--- src/rtl/ram_access_ctrl.sv ---
// Request sequencer for the level-sensitive RAM array: buffers word requests in a
// small FIFO and drives address/data/rw with a setup/strobe/release sequence.
module ram_access_ctrl #(
    parameter int FIFO_DEPTH     = 4,
    parameter int WAIT_CYCLES    = 2,
    parameter int NUM_CHIPS      = 8,
    parameter int WORDS_PER_CHIP = 32
) (
    input  logic        clk,
    input  logic        rst,
    input  logic        req_valid,
    output logic        req_ready,
    input  logic        req_rw,
    input  logic [31:0] req_addr,
    input  logic [31:0] req_wdata,
    output logic        resp_valid,
    input  logic        resp_ready,
    output logic        resp_rw,
    output logic        resp_err,
    output logic [31:0] resp_rdata,
    output logic [31:0] mem_address,
    output logic [31:0] mem_dataIn,
    output logic        mem_rw,
    input  logic [31:0] mem_out
);

    localparam int PTR_W  = $clog2(FIFO_DEPTH);
    localparam int CNT_W  = PTR_W + 1;
    localparam int WAIT_W = $clog2(WAIT_CYCLES + 1);

    typedef enum logic [2:0] {
        IDLE, DECODE, SETUP, ACCESS, STROBE, RELEASE, RESP
    } state_t;

    state_t state, next_state;

    logic [64:0]       fifo_mem [FIFO_DEPTH];
    logic [PTR_W-1:0]  wr_ptr, rd_ptr;
    logic [CNT_W-1:0]  count;
    logic              push, pop;

    logic              work_rw;
    logic [31:0]       work_addr;
    logic [31:0]       work_wdata;
    logic              addr_err;

    logic [WAIT_W-1:0] wait_cnt;
    logic              wait_last;
    logic              load_mem, load_wait, capture;

    assign req_ready = (count != CNT_W'(FIFO_DEPTH));
    assign push      = req_valid && req_ready;
    assign wait_last = (wait_cnt == WAIT_W'(1));

    assign addr_err = ({1'b0, work_addr[31:24]} >= 9'(NUM_CHIPS)) ||
                      ({1'b0, work_addr[23:0]}  >= 25'(WORDS_PER_CHIP));

    // NOTE: payload storage carries no reset; only pointers and count define validity.
    always_ff @(posedge clk) begin
        if (push)
            fifo_mem[wr_ptr] <= {req_rw, req_addr, req_wdata};
    end

    // NOTE: all clocked state uses non-blocking assignments so every register samples pre-edge values.
    always_ff @(posedge clk or posedge rst) begin
        if (rst) begin
            wr_ptr <= '0;
            rd_ptr <= '0;
            count  <= '0;
        end else begin
            if (push)
                wr_ptr <= wr_ptr + PTR_W'(1);
            if (pop)
                rd_ptr <= rd_ptr + PTR_W'(1);
            if (push && !pop)
                count <= count + CNT_W'(1);
            else if (pop && !push)
                count <= count - CNT_W'(1);
        end
    end

    always_ff @(posedge clk or posedge rst) begin
        if (rst)
            state <= IDLE;
        else
            state <= next_state;
    end

    // NOTE: defaults assigned before the case so no path leaves a signal unassigned (no latches).
    always_comb begin
        next_state = state;
        case (state)
            IDLE:    if (count != '0) next_state = DECODE;
            DECODE:  next_state = addr_err ? RESP : SETUP;
            SETUP:   next_state = work_rw ? STROBE : ACCESS;
            ACCESS:  if (wait_last) next_state = RESP;
            STROBE:  if (wait_last) next_state = RELEASE;
            RELEASE: next_state = RESP;
            RESP:    if (resp_ready) next_state = IDLE;
            default: next_state = IDLE;
        endcase
    end

    always_comb begin
        pop        = (state == IDLE) && (count != '0);
        load_mem   = (state == DECODE) && !addr_err;
        load_wait  = (state == SETUP);
        capture    = (state == ACCESS) && wait_last;
        mem_rw     = (state == STROBE);
        resp_valid = (state == RESP);
    end

    always_ff @(posedge clk or posedge rst) begin
        if (rst) begin
            work_rw    <= 1'b0;
            work_addr  <= '0;
            work_wdata <= '0;
        end else if (pop) begin
            {work_rw, work_addr, work_wdata} <= fifo_mem[rd_ptr];
        end
    end

    // Counter keeps running down to zero after the wait state is left; it is reloaded per access.
    always_ff @(posedge clk or posedge rst) begin
        if (rst)
            wait_cnt <= '0;
        else if (load_wait)
            wait_cnt <= WAIT_W'(WAIT_CYCLES);
        else if (wait_cnt != '0)
            wait_cnt <= wait_cnt - WAIT_W'(1);
    end

    always_ff @(posedge clk or posedge rst) begin
        if (rst) begin
            mem_address <= '0;
            mem_dataIn  <= '0;
        end else if (load_mem) begin
            mem_address <= work_addr;
            mem_dataIn  <= work_wdata;
        end
    end

    always_ff @(posedge clk or posedge rst) begin
        if (rst) begin
            resp_rw    <= 1'b0;
            resp_err   <= 1'b0;
            resp_rdata <= '0;
        end else if (state == DECODE) begin
            resp_rw    <= work_rw;
            resp_err   <= addr_err;
            resp_rdata <= '0;
        end else if (capture) begin
            resp_rdata <= mem_out;
        end
    end

endmodule

--- config.mk ---
export PLATFORM = sky130hd
export DESIGN_NAME = ram_access_ctrl
export DESIGN_NICKNAME = d
export VERILOG_FILES = /design/src/rtl/ram_access_ctrl.sv
export SDC_FILE = /design/constraint.sdc
export NUM_CORES = 1
export LEC_CHECK = 0
export BUFFER_PORTS_ARGS = -buffer_cell sky130_fd_sc_hd__buf_2
export CELL_PAD_IN_SITES_DETAIL_PLACEMENT = 1
export CELL_PAD_IN_SITES_GLOBAL_PLACEMENT = 1
export CORE_ASPECT_RATIO = 1.4
export CORE_MARGIN = 2
export CORE_UTILIZATION = 56
export CTS_BUF_LIST = sky130_fd_sc_hd__clkbuf_4
export CTS_CLUSTER_SIZE = 40
export DETAILED_ROUTE_END_ITERATION = 10
export GPL_ROUTABILITY_DRIVEN = 0
export PLACE_DENSITY = 0.87
export SLEW_MARGIN = 40
export SYNTH_ARGS = -nofsm -noshare
export SYNTH_HDL_FRONTEND = slang
export SYNTH_SLANG_ARGS = --single-unit
--- constraint.sdc ---
create_clock -name clk -period 10.6 [get_ports clk]
set_input_delay 0.53 -clock clk [delete_from_list [all_inputs] [get_ports clk]]
set_output_delay 0.53 -clock clk [all_outputs]
set_load 0.01 [all_outputs]
Word level (Yosys, flattened, before mapping)
Memory sizes are Yosys's and may differ from the RTL's. A register that Yosys moved wholly into a read port is not among the register bits.
Cells that the tools add are included.
- input port bits: 101
- memories: 1
- ROM bits: 0
- latch bits: 0
- register bits: 110
- output and inout port bits: 101
- bits in writable memories: 260
- memories (name ; depth ; width ; read ports ; clocked after Yosys merged registers in ; wr ports ; line ; RTL):
    fifo_mem ; 4 ; 65 ; 1 ; 1 ; 1 ; 37 ; logic [64:0] fifo_mem [FIFO_DEPTH];
- equal/unequal tests: 12
- div/mod/pow operators: 0
- mux-type cells: 15
- order comparisons: 2
- add/subtract/negate cells: 5
- reduce and logical (&&, ||, !) cells: 17
- $mul: 0
- shift operators: 0
- bitwise logic cells: 0
- operators by type and width (kind ; count):
    two-way mux 32 bit ; 2
    greater-or-equal comparator 24 x 6 -> 1 bit (second input constant) ; 1
    two-way mux 3 bit ; 8
    one-hot mux 3 bit (7 select lines) ; 1
    equality test 3 bit (second input constant) ; 3
    greater-or-equal comparator 8 x 4 -> 1 bit (second input constant) ; 1
    nonzero test 2 bit ; 4
    equality test 3 x 2 -> 1 bit (second input constant) ; 2
    logical AND 1 bit ; 6
    adder 2 x 1 -> 2 bit (second input constant) ; 2
    two-way mux 2 bit ; 2
    inequality test 2 x 1 -> 1 bit (second input constant) ; 2
    inequality test 2 bit (second input constant) ; 2
    AND reduction 4 bit ; 1
    adder 3 x 1 -> 3 bit (second input constant) ; 1
    equality test 3 x 1 -> 1 bit (second input constant) ; 1
    zero test 1 bit ; 3
    zero test 3 bit ; 1
    inequality test 3 bit (second input constant) ; 1
    nonzero test 3 bit ; 1
    subtractor 3 x 1 -> 3 bit (second input constant) ; 1
    equality test 2 x 1 -> 1 bit (second input constant) ; 1
    two-way mux 1 bit ; 2
    subtractor 2 x 1 -> 2 bit (second input constant) ; 1
    logical OR 1 bit ; 1

Depth between registers and ports, before layout
Gate-level depths: netlist (run 1).
- depth after elaboration: 6
- gate-level depth with buffers: 11

Worst setup path before layout (run 1)
No wires, ideal clock.
- kind: flip-flop to flip-flop
- start point: register count[0]
- end point: memory fifo_mem[0][0], enable pin
- stages on the path, launching flop included: 4
- required time: 10170 ps
- path slack: 7916 ps
- library setup time: 430 ps
- data arrival time: 2253 ps
- cell sequence: dfrtp_1 > nor2_1 > nand2_1 > and3_1
- cells in the longest elaborated chain, start to end: 4
- ends and longest elaborated chain (what ; line ; RTL):
    start, declared ; 39 ; logic [CNT_W-1:0] count;
    start signal, assigned ; 76 ; count <= count + CNT_W'(1);
    start signal, assigned ; 78 ; count <= count - CNT_W'(1);
    inequality test 3 bit ; 51 ; assign req_ready = (count != CNT_W'(FIFO_DEPTH));
    net req_ready ; 12 ; output logic req_ready,
    logical AND 1 bit ; 52 ; assign push = req_valid && req_ready;
    two-way mux 1 bit ; 60 ; if (push)
    two-way mux 1 bit (implied by the code) ; 61 ; fifo_mem[wr_ptr] <= {req_rw, req_addr, req_wdata};
    end, declared ; 37 ;
The timed path passes the listed nets, and every way through them passes these cells.

Final worst setup path (run 1)
- start point: register count[0]
- end point: register count[2]
- cells in the longest elaborated chain, start to end: 5
- ends and longest elaborated chain (what):
    parallel branches: the longest is 5 deep, another holds subtractor 3 x 1 -> 3 bit
Parallel ways; which one is timed is not known. The select of a mux whose other input is x is not followed.
A chain may end at the register's enable or synchronous reset.

==> impl_metrics.ini, run 1 <==
[clock_tree]
tritoncts = done
post_cts_resized = 0
cts_buffers = 98
cts.sinks = 435
cts-htree-levels = 3
clk_latency_ps = 770
clkTransAtPathRegs_ps = 80
cts-root-buf = clkbuf_4
clk_path_buf_depth = 3

[timing]
fin_setup_tns_ps = 0
fin_crit_sh_pct = 26.9
clock_skew_ps = 45.8
fmax_mhz = 350
max_slew.worst_pin.slew_ps = 851
rsz0062_at_grt = no
finalHoldViolations = 0
setup_violations = 0
max_slew_margin_pct = 43.3
post-route-min-period_ps = 2850
slew_viol_final = 0

[synthesis]
synth_top_family_by_area = multiplexers
syn_inst = 774
synth_compound_area_share_pct = 2.20
synthArstFlopShare_pct = 40.2
avgSynthCellArea_um2 = 20.7
synth_top_cell_area_share_pct = 48.7
synthMuxAreaShare_pct = 17.2
synthFlopType = edfxtp_1
synth_area_leaders = edfxtp_1 49%, dfrtp_1 27%, mux4_2 9.1%
synth_fp_nets = 883
synth-seq-cells = 435
synth_area_um2 = 16000
yosys_warnings = 0
synthSimpleGateAreaFrac_pct = 2.08
post_synth_xor_area_fraction_pct = 0.382
yosysTopAreaCell = edfxtp_1
synth_fa_ha_area_share_pct = 0.671
seq_area_frac_synth_pct = 75.9
synth_cell_type_count = 38
synth_edf_count = 260

[power_and_ir_drop]
pwr-share-clk_pct = 35.2
worst_ir_drop_vdd_v = 0.000106
power_frac_comb_pct = 9.8
leakage_uw = 0.00852
p_total_uw = 3800
swShare_pct = 24.9
intPower_uw = 2860
switchingPower_uw = 946
seqPwrFrac_pct = 55.0
power_density_nw_per_um2 = 191

[layout]
stdcell_area_um2 = 20000
syn2layout_area_growth_pct = 24.4
fin_nets = 1258
final_common_cell = edfxtp_1
final_cell_mix = 260 x edfxtp_1, 201 x buf_2, 173 x dfrtp_1, 159 x clkbuf_4, 98 x dlygate4sd3_1
post_route_cells_drive_above_1_share_pct = 45.7
finalNonFillerCells = 1609
fill_cells = 2415

[global_routing]
grt_max_degree = 98
grt_pass1_vias = 10383
antenna_found_initial = 1
grt_overflow = 0
grt_usage_pct = 27.0
grt_pass1_wl_mm = 60.3

[critical_path]
cp-end-kind = flop
r2r_setup_slack_ps = 7750
criticalPathCategory = flop to flop
worstPathRequired_ps = 11270
crit_path_cell_trace = nor3_1 > or4_4 > buf_6 > ha_1 > inv_1 > fa_1 > xor2_1 > nor2_1 > xor2_1
rr_endpoint = count[2]
ff2ff_path_depth = 9
crit_path_max_fanout = 68
critPathArrivalTime_ps = 3520
path_common_cell = xor2_1
slowest_delay_ps = 640
start_kind = flop
worst-path-buf-inv = 2
crit_family = buffers and inverters
timing.rr.start = count[0]
crit_start = count[0]
cp_slowest_cell = buf_6

[floorplan]
rows = 73
ios = 202
die_width_um = 147
core_um2 = 28300
die_area_um2 = 30000
die_h_um = 204
initial_core_util_pct = 56.7

[placed_design]
io_buffers = 201
dp.cells = 1325
dp_hpwl_mm = 20.9
post_dp_cell_area_um2 = 17700

[routing]
drt-initial-drc-count = 507
drc = 0
wl_mm = 39.6
wl_per_cell_um = 24.6
vias = 8935
ant_nets = 0
vias_per_cell = 5.55
firstDrtPassIters = 5

[run_status]
status = complete, no violations

[min_path]
holdPathStages = 4
hold_class = primary input to flop
hp-start = resp_ready
hold_path_end = state[2]

[flow_run]
max-cap-violations = 0
-- how the worst max path moves through the flow --
stage / end / depth (start not counted)
2_1_floorplan: count[0] / 1
3_3_place_gp: count[2] / 9
3_5_place_dp: count[2] / 9
4_1_cts: count[2] / 9
5_1_grt: count[2] / 9
6_report: count[2] / 9
-- cell type report --
type / instances / area, µm² / share of cell area, %
Antenna cell: 1 / 2.50 / 0.0125
Tap cell: 375 / 469 / 2.35
Multi-Input combinational cell: 289 / 3650 / 18.3
Clock inverter: 25 / 96.3 / 0.483
Sequential cell: 435 / 12200 / 61.1
Timing Repair Buffer: 315 / 2300 / 11.5
Clock buffer: 159 / 1190 / 5.98
Inverter: 10 / 45.0 / 0.226
-- power groups by stage --
stage          sequential, µW  clock [µW]  combinational [µW]
5_1_grt                  2110        1450                 400
6_report                 2090        1340                 372
4_1_cts                  2090        1350                 372
2_1_floorplan            2110           0                 176
3_3_place_gp             2110           0                 282
3_5_place_dp             2120           0                 340
-- cells by family after synthesis --
logic type / count (synthesis)
AOI/OAI and AO/OA: 43
adders and majority gates: 8
muxes: 174
DFF: 435
and+or+nand+nor: 57
buffers and inverters: 50
xor gates and xnor gates: 7
-- metal layers --
metal | vias up | part of all wire [%] | GRT usage (%)
met2 | 359 | 55 | 49.5
met3 | 79 | 5.1 | 5.18
met1 | 4658 | 36 | 30.8
met5 | - | 0 | 0
li1 | 3839 | - | -
met4 | 0 | 3.0 | 12.0
-- per-stage QoR --
stage | hold WS, ps | util, % | setup slack [ps]
final | 264 | 70.5 | 7750
after global routing | 254 | 70.5 | 7610
after CTS | 159 | 70.4 | 7780
after detailed placement | 484 | 62.4 | 7810
after global placement | 478 | 61.4 | 7650
after floorplan | 474 | - | 5320
-- cells in the mapped netlist (2+ instances only) --
| master | count |
|---|---|
| a22o_1 | 33 |
| and3_1 | 5 |
| buf_1 | 2 |
| buf_2 | 16 |
| buf_4 | 3 |
| buf_6 | 4 |
| clkbuf_1 | 15 |
| dfrtp_1 | 175 |
| edfxtp_1 | 260 |
| ha_1 | 7 |
| inv_1 | 10 |
| mux2_2 | 92 |
| mux2_4 | 17 |
| mux4_2 | 65 |
| nand2_1 | 3 |
| nand2b_1 | 2 |
| nand3_1 | 2 |
| nor2_1 | 6 |
| nor2b_1 | 25 |
| nor3_1 | 2 |
| nor4_1 | 7 |
| o21ai_0 | 2 |
| xnor2_1 | 4 |
| xor2_1 | 3 |
-- state kept, by name, summed over array words and instances, names as in the netlist --
| name | flops |
|---|---|
| fifo_mem | 260 |
| mem_address | 32 |
| mem_dataIn | 32 |
| resp_rdata | 32 |
| work_addr | 32 |
| work_wdata | 32 |
| count | 3 |
| state | 3 |
| rd_ptr | 2 |
| wait_cnt | 2 |
| wr_ptr | 2 |
| resp_err | 1 |
| resp_rw | 1 |
| work_rw | 1 |
-- tightest hold or removal path, stage by stage --
cell and delay (ps):
buf_2 90, nand2b_1 120, a21o_1 130, nand3_1 110
-- repair_timing --
action | CTS | global route
endpoints found under the hold margin | 388 | 0
hold buffers | 98 | 0
buffers inserted | 0 | 0
(Power assumes the default switching activity.)
==> run 2, diff against run 1 <==
--- a/config.mk
+++ b/config.mk
@@ -10,12 +10,12 @@
 export CELL_PAD_IN_SITES_GLOBAL_PLACEMENT = 1
 export CORE_ASPECT_RATIO = 1.4
 export CORE_MARGIN = 2
-export CORE_UTILIZATION = 56
+export CORE_UTILIZATION = 52
 export CTS_BUF_LIST = sky130_fd_sc_hd__clkbuf_4
 export CTS_CLUSTER_SIZE = 40
 export DETAILED_ROUTE_END_ITERATION = 10
 export GPL_ROUTABILITY_DRIVEN = 0
-export PLACE_DENSITY = 0.87
+export PLACE_DENSITY = 0.82
 export SLEW_MARGIN = 40
 export SYNTH_ARGS = -nofsm -noshare
 export SYNTH_HDL_FRONTEND = slang
==> constraint.sdc (replaced) <==
create_clock -name clk -period 2.79 [get_ports clk]
set_input_delay 0.1395 -clock clk [delete_from_list [all_inputs] [get_ports clk]]
set_output_delay 0.1395 -clock clk [all_outputs]
set_load 0.01 [all_outputs]
==> run 2 against run 1 <==
Hold slack got worse by 190 ps. Highest routed layer unchanged. Register-to-register slack got worse by 7400 ps. Global-route usage fell by 4.4 points. Critical path type unchanged. Critical endpoint is now mem_dataIn[0]. Count of clock-buffer cells in the layout fell by 18. First-iteration DRC count fell by 11%. Maximum frequency rose by 18%.
==> impl_metrics.ini, run 2 (synthesis gave the netlist of run 1 again) <==
[routing]
firstDrtPassIters = 4
vias_per_cell = 5.35
drc = 0
wl_mm = 36.4
vias = 8756
drt-initial-drc-count = 449
ant_nets = 0
wl_per_cell_um = 22.2

[layout]
final_core_util_pct = 65.2
multi_input_area_um2 = 3650
final_cell_mix = 260 x edfxtp_1, 201 x buf_2, 173 x dfrtp_1, 141 x clkbuf_4, 101 x dlygate4sd3_1
post_route_cells_drive_above_1_share_pct = 45.3
syn2layout_area_growth_pct = 24.4
fin_nets = 1271
fill_cells = 2656
largest_reg_flops = 260
top_register = fifo_mem
regArea_um2 = 12200
final_common_cell = edfxtp_1

[floorplan]
die_width_um = 152
rows = 76
ios = 202
core_um2 = 30600
die_h_um = 212
die_area_um2 = 32300
initial_core_util_pct = 52.4

[critical_path]
rr_endpoint = mem_dataIn[0]
r2r_setup_slack_ps = 360
worstPathRequired_ps = 3460
critPathCapture = mem_dataIn[0]
ff2ff_path_depth = 5
start_kind = flop
critPathArrivalTime_ps = 3100
cp-end-kind = flop
timing.rr.start = work_addr[17]
crit_start = work_addr[17]
crit_path_max_fanout = 38
criticalPathCategory = flop to flop

[clock_tree]
cts_buffers = 100
cts-root-buf = clkbuf_4
clk_path_buf_depth = 3
clkTransAtPathRegs_ps = 80
post_cts_resized = 0
clk_latency_ps = 810
cts-htree-levels = 3
cts.sinks = 435
post_cts_buffers = 0
tritoncts = done

[timing]
max_slew_margin_pct = 47.9
clock_skew_ps = 53.1
fmax_mhz = 412
fin_crit_sh_pct = 86.9
finalHoldViolations = 0
post-route-min-period_ps = 2430
rsz0062_at_grt = no
slew_viol_final = 0
max_slew.worst_pin.slew_ps = 782
fin_setup_tns_ps = 0
whs_ps = 72.0
setup_violations = 0

[global_routing]
grt_max_degree = 80
antenna_found_initial = 3
grt_pass1_vias = 9949
grt_pass1_wl_mm = 55.9
grt_usage_pct = 22.7
grt_overflow = 0

[power_and_ir_drop]
worst_ir_drop_vdd_v = 0.000456
seqPwrFrac_pct = 55.9
leakage_uw = 0.00851
power_density_nw_per_um2 = 711
swShare_pct = 25.3
power_frac_comb_pct = 9.5
switchingPower_uw = 3600
intPower_uw = 10600
pwr-share-clk_pct = 34.6

[placed_design]
dp_hpwl_mm = 20.2
io_buffers = 201

[run_status]
status = complete, no violations

[min_path]
hold_class = primary input to flop

[flow_run]
max-cap-violations = 0
run 2: worst max-delay path: stages (launching register included):
cell     delay, ps
dfrtp_1        380
nor4_1         420
nand4_1        250
and4b_4        610
buf_12         250
mux2_2         370
run 2: power groups by stage:
stage / Sequential [µW] / Clock [µW] / Combinational [µW]
final: 7930 / 4920 / 1350
after global routing: 7990 / 5400 / 1470
after CTS: 7920 / 4970 / 1370
after detailed placement: 8050 / 0 / 1240
after global placement: 7980 / 0 / 1220
after floorplan: 8020 / 0 / 668
run 2: what timing repair did:
action                                  4_1_cts  5_1_grt
endpoints found under the setup margin        0        0
endpoints found under the hold margin       479        0
hold buffers                                101        0
run 2: cell type report:
class / count / share of cell area (%)
Antenna cell: 4 / 0.0501
Multi-Input combinational cell: 289 / 18.3
Timing Repair Buffer: 326 / 11.7
Inverter: 10 / 0.207
Sequential cell: 435 / 61.1
Clock inverter: 43 / 0.934
Tap cell: 390 / 2.44
Clock buffer: 141 / 5.30
run 2: per-layer routing:
metal | share of wire [%] | track usage (%)
met3 | 4.5 | 5.65
met2 | 54 | 40.7
met1 | 39 | 26.4
met4 | 2.8 | 8.72
met5 | 0 | 0
run 2: worst min path at each step:
stage / end / cells past startpoint / start / slack, ps
detailed placement: mem_address[13] / 2 / rst / 300
floorplan: fifo_mem[0][0] / 0 / req_wdata[0] / 240
finish: fifo_mem[3][56] / 2 / req_addr[24] / 70
CTS: fifo_mem[3][58] / 2 / req_addr[26] / 20
global placement: mem_address[13] / 2 / rst / 300
global route: fifo_mem[2][58] / 2 / req_addr[26] / 20
run 2: through the flow:
stage	setup slack, ps	total power, µW	cell area [µm²]	instances
global placement	420	9190	17600	1347
global route	280	14900	20000	1637
CTS	310	14300	19900	1632
detailed placement	369	9290	17700	1347
floorplan	106	8690	16100	774
finish	364	14200	20000	1638
==> run 3, diff against run 2 <==
--- a/config.mk
+++ b/config.mk
@@ -10,12 +10,12 @@
 export CELL_PAD_IN_SITES_GLOBAL_PLACEMENT = 1
 export CORE_ASPECT_RATIO = 1.4
 export CORE_MARGIN = 2
-export CORE_UTILIZATION = 52
+export CORE_UTILIZATION = 47
 export CTS_BUF_LIST = sky130_fd_sc_hd__clkbuf_4
 export CTS_CLUSTER_SIZE = 40
 export DETAILED_ROUTE_END_ITERATION = 10
 export GPL_ROUTABILITY_DRIVEN = 0
-export PLACE_DENSITY = 0.82
+export PLACE_DENSITY = 0.78
 export SLEW_MARGIN = 40
 export SYNTH_ARGS = -nofsm -noshare
 export SYNTH_HDL_FRONTEND = slang
==> constraint.sdc (replaced) <==
create_clock -name clk -period 2.2 [get_ports clk]
set_input_delay 0.11 -clock clk [delete_from_list [all_inputs] [get_ports clk]]
set_output_delay 0.11 -clock clk [all_outputs]
set_load 0.01 [all_outputs]
==> run 3 against run 2 <==
Final area rose by 3.0%. First-iteration DRC count fell by 1.3%. Largest cell class unchanged. Critical endpoint is now count[2]. Core utilization fell by 4.4 points. Combinational power rose by 38%. Register-to-register slack got worse by 220 ps. Flip-flop and latch count did not move.
==> impl_metrics.ini, run 3 (synthesis gave the netlist of run 1 again) <==
[timing]
whs_ps = 58.4
rsz0062_at_grt = no
post-route-min-period_ps = 2050
clock_skew_ps = 54.2
setup_violations = 0
fmax_mhz = 487
fin_ws_ps = 146
finalHoldViolations = 0
slew_viol_final = 0
max_slew_margin_pct = 64.4
max_slew.worst_pin.slew_ps = 534
fin_crit_sh_pct = 93.3

[routing]
drt-initial-drc-count = 443
wl_mm = 36.0
wl_per_cell_um = 20.7
drc = 0
vias = 8910
vias_per_cell = 5.12
ant_nets = 0
firstDrtPassIters = 6

[layout]
top_register = fifo_mem
post_route_cells_drive_above_1_share_pct = 45.1
final_cell_mix = 260 x edfxtp_1, 201 x buf_2, 173 x dfrtp_1, 150 x clkbuf_4, 123 x dlygate4sd3_1
final_core_util_pct = 60.8
largest_reg_flops = 260
final_common_cell = edfxtp_1
syn2layout_area_growth_pct = 28.1
stdcell_area_um2 = 20600
fin_nets = 1306

[critical_path]
crit_family = simple AND/OR/NAND/NOR gates
timing.rr.start = count[0]
criticalPathCategory = flop to flop
ff2ff_path_depth = 9
cp-end-kind = flop
crit_start = count[0]
crit_path_max_fanout = 5
critPathArrivalTime_ps = 2740
worstPathRequired_ps = 2890
path_depth = 9
worst-path-buf-inv = 1
critPathCapture = count[2]
slowest_delay_ps = 450
r2r_setup_slack_ps = 150
crit_path_cell_trace = nor2_1 > nand2_1 > and2_0 > ha_4 > inv_2 > fa_1 > xor2_1 > nor2_1 > xor2_1
cp_slowest_cell = dfrtp_1
start_kind = flop
rr_endpoint = count[2]

[global_routing]
grt_usage_pct = 21.0
grt_overflow = 0
antenna_found_initial = 3
grt_util_met1_pct = 23.3
grt_pass1_vias = 10180
grt_pass1_wl_mm = 56.8
grt_max_degree = 98
grt.busiest_layer = met2
gr-usage-met3_pct = 4.27
grt.met2_usage_pct = 38.5

[power_and_ir_drop]
worst_ir_drop_vdd_v = 0.000623
leakage_uw = 0.00874
power_density_nw_per_um2 = 896

[floorplan]
core_um2 = 33800
rows = 80
die_area_um2 = 35700
initial_core_util_pct = 47.4
die_width_um = 160
die_h_um = 223
ios = 202

[placed_design]
dp_hpwl_mm = 20.7
io_buffers = 201
place_ws_ps = 59.2
post_dp_cell_area_um2 = 18000

[clock_tree]
cts-htree-levels = 3
cts-root-buf = clkbuf_4
cts_buffers = 102
clk_latency_ps = 780
clkTransAtPathRegs_ps = 70
tritoncts = done
cts.sinks = 435
clk_path_buf_depth = 3

[flow_run]
max-cap-violations = 0

[min_path]
hold_class = primary input to asynchronous set/reset pin

[run_status]
status = complete, no violations
==> run 3: worst min path at each step <==
stage / endpoint / from / depth (start not counted) / slack [ps]
floorplan: fifo_mem[0][0] / req_wdata[0] / 0 / 210
global placement: mem_address[7] / rst / 3 / 300
detailed placement: mem_address[29] / rst / 3 / 330
CTS: mem_address[30] / rst / 4 / 0.1
global route: mem_address[29] / rst / 4 / 50
finish: mem_address[29] / rst / 4 / 60
==> run 3: cell type report <==
cell class / count / area, µm²
antenna: 4 / 10.0
clock buffer: 150 / 1130
clock inverter: 42 / 214
fill: 3076 / 13300
inverter: 10 / 41.3
multi-input combinational: 289 / 3660
sequential: 435 / 12200
tap: 451 / 564
timing repair buffer: 359 / 2750
==> run 3: tightest hold or removal path: cells and delay by family <==
kind | cells | cell delay [ps]
buffers and inverters | 4 | 1140
==> run 3: power breakdown <==
part	leakage (µW)	total [µW]	switching (µW)	internal, µW
logic	0.00314	1860	1060	802
registers	0.00481	10000	257	9780
clock network	0.000791	6520	3150	3380
==> run 3: routing by layer <==
layer / part of all wire [%] / up-vias / routed length, µm
met5: 0 / - / 0
met4: 3.0 / 0 / 1070
met3: 4.3 / 75 / 1540
met2: 55 / 260 / 19900
met1: 37 / 4622 / 13500
li1: - / 3953 / -
==> run 3: what timing repair did <==
item                                    4_1_cts  5_1_grt
setup buffers                                 0        0
hold buffers                                123        0
endpoints found under the hold margin       531        0
gates resized for setup                       0        1
endpoints found under the setup margin        0       40
==> run 3: metrics by stage <==
step	cells	total power, µW	setup TNS [ps]
3_3_place_gp	1421	11800	0
3_5_place_dp	1421	11900	0
6_report	1740	18400	0
5_1_grt	1739	19300	0
2_1_floorplan	774	11000	-26170
4_1_cts	1736	18600	0
